==> config.mk <==
export PLATFORM = sky130hd
export DESIGN_NAME = mem_port_arbiter
export DESIGN_NICKNAME = d
export VERILOG_FILES = /design/src/rtl/mem_port_arbiter.sv
export SDC_FILE = /design/constraint.sdc
export NUM_CORES = 1
export LEC_CHECK = 0
export ABC_AREA = 0
export BUFFER_PORTS_ARGS = -buffer_cell sky130_fd_sc_hd__buf_2
export CAP_MARGIN = 20
export CORE_MARGIN = 5
export CORE_UTILIZATION = 44
export DETAILED_ROUTE_END_ITERATION = 16
export GPL_TIMING_DRIVEN = 0
export PLACE_DENSITY = 0.86
export SLEW_MARGIN = 20
export SYNTH_ARGS = -nofsm -noshare
export SYNTH_HDL_FRONTEND = slang
export SYNTH_SLANG_ARGS = --single-unit
==> constraint.sdc <==
create_clock -name clk -period 2.24 [get_ports clk]
set_clock_uncertainty 0.2 [all_clocks]
set_input_delay 0.224 -clock clk [delete_from_list [all_inputs] [get_ports clk]]
set_output_delay 0.224 -clock clk [all_outputs]
set_load 0.005 [all_outputs]
==> src/rtl/mem_port_arbiter.sv <==
// Purpose: shares one fixed-latency memory port between IF fetch and MEM load/store, MEM-first with a fetch starvation guard.
// Latency: gnt 1 cycle after a request is seen in IDLE, rvalid MEM_LAT+1 cycles after gnt; one transaction per MEM_LAT+3 cycles.
// Backpressure: requesters hold req until gnt; the loser waits in place, fetch is deferred at most STARVE_MAX grants.
// Optional feature: define ARB_IF_FLUSH_EN to add if_flush, which squashes the result of an in-flight fetch.
module mem_port_arbiter #(
  parameter int ADDR_W     = 10,
  parameter int DATA_W     = 32,
  parameter int MEM_LAT    = 2,
  parameter int STARVE_MAX = 4
) (
  input  logic              clk,
  input  logic              rst,
  input  logic              if_req,
  input  logic [ADDR_W-1:0] if_addr,
`ifdef ARB_IF_FLUSH_EN
  input  logic              if_flush,
`endif
  output logic              if_gnt,
  output logic              if_rvalid,
  output logic [DATA_W-1:0] if_rdata,
  input  logic              dm_req,
  input  logic              dm_we,
  input  logic [ADDR_W-1:0] dm_addr,
  input  logic [DATA_W-1:0] dm_wdata,
  output logic              dm_gnt,
  output logic              dm_rvalid,
  output logic [DATA_W-1:0] dm_rdata,
  output logic              mem_en,
  output logic              mem_we,
  output logic [ADDR_W-1:0] mem_addr,
  output logic [DATA_W-1:0] mem_wdata,
  input  logic [DATA_W-1:0] mem_rdata,
  output logic              busy
);

  typedef enum logic [1:0] {IDLE, ISSUE, WAIT, DONE} state_t;

  localparam logic [3:0] LAT_INIT   = 4'(MEM_LAT);
  localparam logic [3:0] STARVE_LIM = 4'(STARVE_MAX);

  state_t            state_q, state_d;
  logic [ADDR_W-1:0] addr_q, addr_d;
  logic [DATA_W-1:0] wdata_q, wdata_d;
  logic              we_q, we_d;
  logic              sel_dm_q, sel_dm_d;   // winner of the current transaction: 1 = MEM stage
  logic [3:0]        starve_q, starve_d;
  logic [3:0]        lat_q, lat_d;
  logic [DATA_W-1:0] if_rdata_q, if_rdata_d;
  logic [DATA_W-1:0] dm_rdata_q, dm_rdata_d;
  logic              win_dm;
  logic              kill_now;             // current fetch must not deliver data

  // State and datapath registers, all cleared by the synchronous reset.
  always_ff @(posedge clk) begin
    if (rst) begin
      state_q    <= IDLE;
      addr_q     <= '0;
      wdata_q    <= '0;
      we_q       <= 1'b0;
      sel_dm_q   <= 1'b0;
      starve_q   <= '0;
      lat_q      <= '0;
      if_rdata_q <= '0;
      dm_rdata_q <= '0;
    end else begin
      state_q    <= state_d;
      addr_q     <= addr_d;
      wdata_q    <= wdata_d;
      we_q       <= we_d;
      sel_dm_q   <= sel_dm_d;
      starve_q   <= starve_d;
      lat_q      <= lat_d;
      if_rdata_q <= if_rdata_d;
      dm_rdata_q <= dm_rdata_d;
    end
  end

  // Arbitration in IDLE, then a fixed ISSUE -> WAIT(MEM_LAT) -> DONE sequence per transaction.
  always_comb begin
    state_d    = state_q;
    addr_d     = addr_q;
    wdata_d    = wdata_q;
    we_d       = we_q;
    sel_dm_d   = sel_dm_q;
    starve_d   = starve_q;
    lat_d      = lat_q;
    if_rdata_d = if_rdata_q;
    dm_rdata_d = dm_rdata_q;
    win_dm     = 1'b0;
    case (state_q)
      IDLE: begin
        if (!if_req) starve_d = '0;
        if (dm_req || if_req) begin
          // MEM stage wins unless fetch has already been passed over STARVE_MAX times.
          win_dm   = dm_req && !(if_req && (starve_q == STARVE_LIM));
          sel_dm_d = win_dm;
          state_d  = ISSUE;
          if (win_dm) begin
            addr_d  = dm_addr;
            we_d    = dm_we;
            wdata_d = dm_wdata;
            if (if_req && (starve_q != STARVE_LIM)) starve_d = starve_q + 4'd1;
          end else begin
            addr_d   = if_addr;
            we_d     = 1'b0;
            starve_d = '0;
          end
        end
      end
      ISSUE: begin
        lat_d   = LAT_INIT;
        state_d = WAIT;
      end
      WAIT: begin
        if (lat_q == 4'd1) begin
          // This is cycle ISSUE+MEM_LAT: read data is on mem_rdata now.
          lat_d   = '0;
          state_d = DONE;
          if (!we_q) begin
            if (sel_dm_q) dm_rdata_d = mem_rdata;
            else if (!kill_now) if_rdata_d = mem_rdata;
          end
        end else begin
          lat_d = lat_q - 4'd1;
        end
      end
      DONE: begin
        state_d = IDLE;
      end
      default: begin
        state_d = IDLE;
      end
    endcase
  end

`ifdef ARB_IF_FLUSH_EN
  logic kill_q, kill_d;

  // A flush seen anywhere in a fetch's ISSUE/WAIT/DONE squashes that fetch; forgotten back in IDLE.
  always_comb begin
    kill_d = kill_q;
    if (state_q == IDLE) kill_d = 1'b0;
    else if (!sel_dm_q && if_flush) kill_d = 1'b1;
  end

  // Kill flag register.
  always_ff @(posedge clk) begin
    if (rst) kill_q <= 1'b0;
    else     kill_q <= kill_d;
  end

  // Include the live flush so a flush in the capture or DONE cycle itself still takes effect.
  assign kill_now = kill_q || if_flush;
`else
  assign kill_now = 1'b0;
`endif

  assign busy      = (state_q != IDLE);
  assign mem_en    = (state_q == ISSUE);
  assign mem_we    = (state_q == ISSUE) && we_q;
  assign mem_addr  = addr_q;
  assign mem_wdata = wdata_q;
  assign if_gnt    = (state_q == ISSUE) && !sel_dm_q;
  assign dm_gnt    = (state_q == ISSUE) && sel_dm_q;
  assign if_rvalid = (state_q == DONE) && !sel_dm_q && !kill_now;
  assign dm_rvalid = (state_q == DONE) && sel_dm_q;
  assign if_rdata  = if_rdata_q;
  assign dm_rdata  = dm_rdata_q;

endmodule

# Word level (Yosys, flattened, before mapping)
# Cells that the tools add are included.
totals:
  inputBits: 89
  regBits: 118
  word_cells: 51
op_classes:
  n_mux: 11
  add_sub_neg: 2
  n_reduce_logical: 19
  n_bitwise: 2
  n_eq_ne: 8
ops:
  columns: ["op", "n"]
  rows:
  - ["two-way mux 4 bit", 5]
  - ["two-way mux 10 bit", 1]
  - ["logical AND 1 bit", 8]
  - ["one-hot mux 2 bit (4 select lines)", 1]
  - ["one-hot mux 4 bit (2 select lines)", 1]
  - ["AND reduction 4 bit", 2]
  - ["adder 4 x 1 -> 4 bit (second input constant)", 1]
  - ["equality test 2 bit (second input constant)", 2]
  - ["equality test 4 x 1 -> 1 bit (second input constant)", 1]
  - ["equality test 4 x 3 -> 1 bit (second input constant)", 1]
  - ["two-way mux 2 bit", 2]
  - ["!= test 2 bit (second input constant)", 2]
  - ["!= test 4 x 3 -> 1 bit (second input constant)", 1]
  - ["AND reduction 2 bit", 2]
  - ["nonzero test 2 bit", 2]
  - ["subtractor 4 x 1 -> 4 bit (second input constant)", 1]
  - ["AND reduction 3 bit", 1]
  - ["equality test 2 x 1 -> 1 bit (second input constant)", 1]
  - ["logical NOT 1 bit", 2]
  - ["logical NOT 2 bit", 1]
  - ["inverter 1 bit", 2]
  - ["logical OR 1 bit", 1]
  - ["two-way mux 1 bit", 1]

# Longest topological paths before layout
depth:
  depth_word: 6
  depth_mapped: 8
  ltp_nobuf: 5

# Worst setup path before layout
# No wires, ideal clock.
synth_path:
  path_kind: "reg2reg"
  from: "reg lat_q[0]"
  to: "reg if_rdata_q[21], in the netlist if_rdata[21]"
  slack_ns: 0.089
  required_time_ns: 1.922
  stages_incl_launch_ff: 7
  arrival_time_ns: 1.832
  synth_period_minus_slack_ns: 2.151
  setup_ns: 0.118
  cell_sequence: "dfxtp_1 > ha_1 > or3b_4 > or4b_4 > buf_6 > buf_12 > mux2i_1"
synth_via:
  elab_chain_len: 2
synth_rtl:
  columns: ["item", "line", "source"]
  rows:
  - ["start: declaration", "47", "logic [3:0] lat_q, lat_d;"]
  - ["start signal: assignment", "72", "lat_q <= lat_d;"]
  - ["equality test 4 x 1 -> 1 bit", "115", "if (lat_q == 4'd1) begin"]
  - ["AND reduction 4 bit (no line)", null, null]
  - ["end signal: assignment", "73", "if_rdata_q <= if_rdata_d;"]
  - ["end: declaration", "48", "logic [DATA_W-1:0] if_rdata_q, if_rdata_d;"]
# Every way passes these cells.
# A chain may end at the register's enable or synchronous reset.

# Final worst setup path
layout_path:
  from: "reg starve_q[0]"
  to: "reg wdata_q[18], in the netlist mem_wdata[18]"
layout_via:
  elab_chain_len: 5
layout_rtl:
  columns: ["item", "line", "source"]
  rows:
  - ["start: declaration", "46", "logic [3:0] starve_q, starve_d;"]
  - ["start signal: assignment", "71", "starve_q <= starve_d;"]
  - ["equality test 4 x 3 -> 1 bit", "95", "win_dm = dm_req && !(if_req && (starve_q == STARVE_LIM));"]
  - ["logical AND 1 bit", "95", null]
  - ["logical NOT 1 bit", "95", null]
  - ["logical AND 1 bit", "95", null]
  - ["AND reduction 3 bit (no line)", null, null]
  - ["end signal: assignment", "68", "wdata_q <= wdata_d;"]
  - ["end: declaration", "43", "logic [DATA_W-1:0] wdata_q, wdata_d;"]
# Every way passes these cells.

==> summary by stage <==
Global routing
The number of global-route vias before repair is 5354. The global routing met1 resource utilization is 25.89%. For met2 alone, demand over resource in global routing was 41.75%. After global routing, the most crowded layer is met2. Across every metal layer, demand over resource in global routing totals 23.85%. The remaining global-route overflow is 0.

The largest net degree at the start of global routing is 17. The first global-routing pass estimated 25.59 mm of wire. The global-route track usage on met3 is 6.632%.

The number of antenna violations at the first check in global routing is 0.

Power
Sequential cells account for 36.2% of the total power. The internal power component is 4.876 mW. The maximum ir drop on the vdd rail is 657.6 uV.

The analysis attributes to net switching a power of 2.018 mW. The ratio of total power to cell area is 892.6 mW/mm^2. Per report_power, the clock group accounts for 38.8% of the total. The net switching fraction of the power is 29.27%.

Combinational cells account for 25.0% of the total power. The static leakage is 3.571 nW. The design draws 6.893 mW.

Routing
The final antenna-violating net count is 0. The total detailed-routing wirelength is 16.86 mm. The average wire per standard cell is 16.94 um. Using the TritonRoute via totals, the vias-per-cell ratio works out to 5.225. The count of TritonRoute iterations in the first routing pass is 4. The number of design-rule violations left by the first detailed-router iteration is 354.

For this run, design rule violations remaining after detail routing come to 0. The overall via count from detail_route is 5199.

Synth
The area of the mapped netlist is 0.005047 mm^2. The sequential fraction of the synthesis area is 46.80%. For this run, the leading register cell type out of synthesis is sky130_fd_sc_hd__dfxtp_1. The Yosys step of the flow raised 0 warnings. The number of different library cells in the post-synthesis netlist is 40. The biggest area contributor in the post-synthesis netlist is sky130_fd_sc_hd__dfxtp_1.

Synthesis produced a netlist with a net count of 630. Counting flops with a built-in enable in the synthesized netlist gives 0. By area the synthesized netlist is led by sky130_fd_sc_hd__dfxtp_1 (47%), sky130_fd_sc_hd__mux2i_1 (13%), sky130_fd_sc_hd__nand2b_1 (12%). In this run, synthesis produced a sequential element count of 118. The average footprint of a synthesized cell is 9.487 um^2.

Counting flops with an async set or reset pin after synthesis yields a share of 0%. Summed over its instances, the top area cell type makes up 46.80% of the synthesized netlist area. Synthesis produced a netlist whose cell count is 532.

Flow run
The number of maximum-capacitance constraint violations is 0.

Worst setup path
The worst setup path is captured at a flip-flop. The maximum fanout encountered on the critical timing path is 10. The critical path contains buffers and inverters numbering 2 combined. The slowest stage of the critical path is the sky130_fd_sc_hd__clkbuf_1 cell.

The critical path data arrival time is 2.31 ns. The required time of the critical path is 2.36 ns. On the worst path, the slowest cell contributes a delay of 0.42 ns.

In this design, the largest share of critical-path delay is due to simple AND/OR/NAND/NOR gates. The critical path is of the reg -> reg type. The kind of launch point of the worst setup path is a flip-flop.

Walking the worst path, the cells encountered are inv_1 -> ha_1 -> nand4b_1 -> clkbuf_1 -> nand3_1 -> a21oi_1.

Floorplanning
The site row count is 39. The area of the die is 0.01371 mm^2. In this run the count of I/O pins placed on the die edge is 202. The placeable core area is 0.01132 mm^2.

The die width is 117.1 um. The height of the chip is 117.1 um. For this configuration, the core starts out at a cell density of 44.58%.

Finish
From synthesis to final layout, the design area changed by 53.00%. In the layout the commonest cells are sky130_fd_sc_hd__buf_2 (200), sky130_fd_sc_hd__dfxtp_1 (116), sky130_fd_sc_hd__nand2b_1 (98). In the final layout, the share of cells above drive strength 1 is 30.08%.

The most common cell after layout, fill and taps aside is sky130_fd_sc_hd__buf_2. After the last flow step, the layout net total stands at 937.

Timing
The post-layout worst setup margin is 0.05766 ns. The number of pins with negative max-slew slack in the final report is 0. Across all hold checks on the routed design, the worst slack comes to 0.1200 ns.

Headroom to the max-slew limit came out at 61.57%. At the pin with the least slew margin, the transition time is 0.5765 ns. The time the final worst path needs with I/O delays and setup is 2.182 ns. Setup repair after global routing left no endpoint under its margin. The period utilization is 97.43%.

For the final routed database, the setup TNS stands at 0 ns. The hold violation count in the final report was 0. For this run, the top clock speed supported by timing is 0.4582 GHz. Setup violations remaining at the end of the flow were counted as 0.

CTS
The clock insertion delay at the later pin of the skew report is 0.41 ns. The H-tree was split into 4 levels. After clock tree synthesis, the clock-pin slew on the worst setup and hold paths is 0.06 ns. TritonCTS built the clock tree. The master cell of the clock root buffer is sky130_fd_sc_hd__clkbuf_16. The number of clock sinks is 118. Counting along the longest clock path gives a buffer depth of 2.

The number of buffers created by CTS is 17.

Placed design
Summed over all nets, the half-perimeter wirelength after detailed placement is 10.33 mm. Before CTS, the worst setup slack after placement is -0.1533 ns. The count of buffers inserted at the top-level ports is 199. The weighted congestion reported at the end of routability-driven placement is 0.8213.

Outcome
The flow ran to the end, and the final reports show no timing, DRC or antenna violations.

Min path
The worst hold path belongs to the class in -> reg.
==> power groups by stage <==
stage	clock (mW)	combinational, mW	sequential [mW]
2_1_floorplan	0	0.959	2.53
3_3_place_gp	0	1.50	2.52
3_5_place_dp	0	1.52	2.53
4_1_cts	2.69	1.66	2.48
5_1_grt	2.80	1.87	2.52
6_report	2.67	1.72	2.50
==> cell families (layout without fill, tap and decap cells) <==
group / Yosys count / in the layout / share of synthesized area [%]
and+or+nand+nor: 189 / 189 / 22.36
DFF: 118 / 118 / 46.80
AOI/OAI and AO/OA: 96 / 96 / 10.73
muxes: 65 / 65 / 12.89
buffers and inverters: 52 / 371 / 4.462
adders and majority gates: 9 / 9 / 2.231
xor gates and xnor gates: 3 / 3 / 0.5207
other: 0 / 1 / 0
==> final cells by class <==
cell class	instances	area, um^2
flip-flops and latches	118	2365
repair buffers	290	1892
multi-input cells	362	2465
diodes	1	2.502
plain buffers	42	205.2
clock inverters	9	100.1
fillers	809	3598
well taps	143	178.9
clock buffers	22	484.2
inverters	8	30.03
==> tightest hold or removal path, stage by stage <==
cell and delay, ns:
sky130_fd_sc_hd__buf_2 0.15, sky130_fd_sc_hd__nand3_1 0.11, sky130_fd_sc_hd__or3b_2 0.12, sky130_fd_sc_hd__a31oi_1 0.07
==> synth_stat cells, types with 3 or more instances <==
master / number
sky130_fd_sc_hd__a21oi_1: 34
sky130_fd_sc_hd__a311oi_1: 11
sky130_fd_sc_hd__and2_1: 5
sky130_fd_sc_hd__clkbuf_1: 37
sky130_fd_sc_hd__dfxtp_1: 118
sky130_fd_sc_hd__ha_1: 9
sky130_fd_sc_hd__inv_1: 8
sky130_fd_sc_hd__mux2i_1: 65
sky130_fd_sc_hd__nand2_1: 6
sky130_fd_sc_hd__nand2b_1: 98
sky130_fd_sc_hd__nand3_1: 45
sky130_fd_sc_hd__nand4b_1: 3
sky130_fd_sc_hd__nor2_1: 13
sky130_fd_sc_hd__nor3_1: 4
sky130_fd_sc_hd__o21ai_0: 43
==> timing repair <==
action,in CTS,in global routing
pin swaps,2,1
endpoints found under the hold margin,107,0
endpoints found under the setup margin,56,68
hold buffers,85,0
resized for setup,2,17
setup buffers,4,2
==> flip-flops by register name, indices dropped and copies added (netlist names), 2 cells and up <==
register	count
dm_rdata	32
if_rdata	32
lat_q	4
mem_addr	10
mem_wdata	32
starve_q	4
state_q	2
==> final timing paths <==
check	from	slack, ns	depth (start not counted)	endpoint
max reg2reg	starve_q[0]	0.06	6	mem_wdata[18]
max	starve_q[0]	0.06	6	mem_wdata[18]
min reg2reg	dm_rdata[17]	0.27	2	dm_rdata[17]
min	if_req	0.12	4	starve_q[2]
==> per-stage QoR <==
stage,cell area (um^2),std cells,utilization [%]
2_1_floorplan,5047,532,-
4_1_cts,7690,994,67.93
5_1_grt,7720,994,68.19
6_report,7722,995,68.21
3_3_place_gp,6222,874,54.96
3_5_place_dp,6222,874,54.96
==> per-layer routing <==
metal | routed length (um) | vias to the layer above
met2 | 8616 | 244
met3 | 1068 | 61
met1 | 6493 | 2431
met4 | 678 | 0
li1 | - | 2463
met5 | 0 | -
Note: power is estimated with default switching activity, not from simulation.
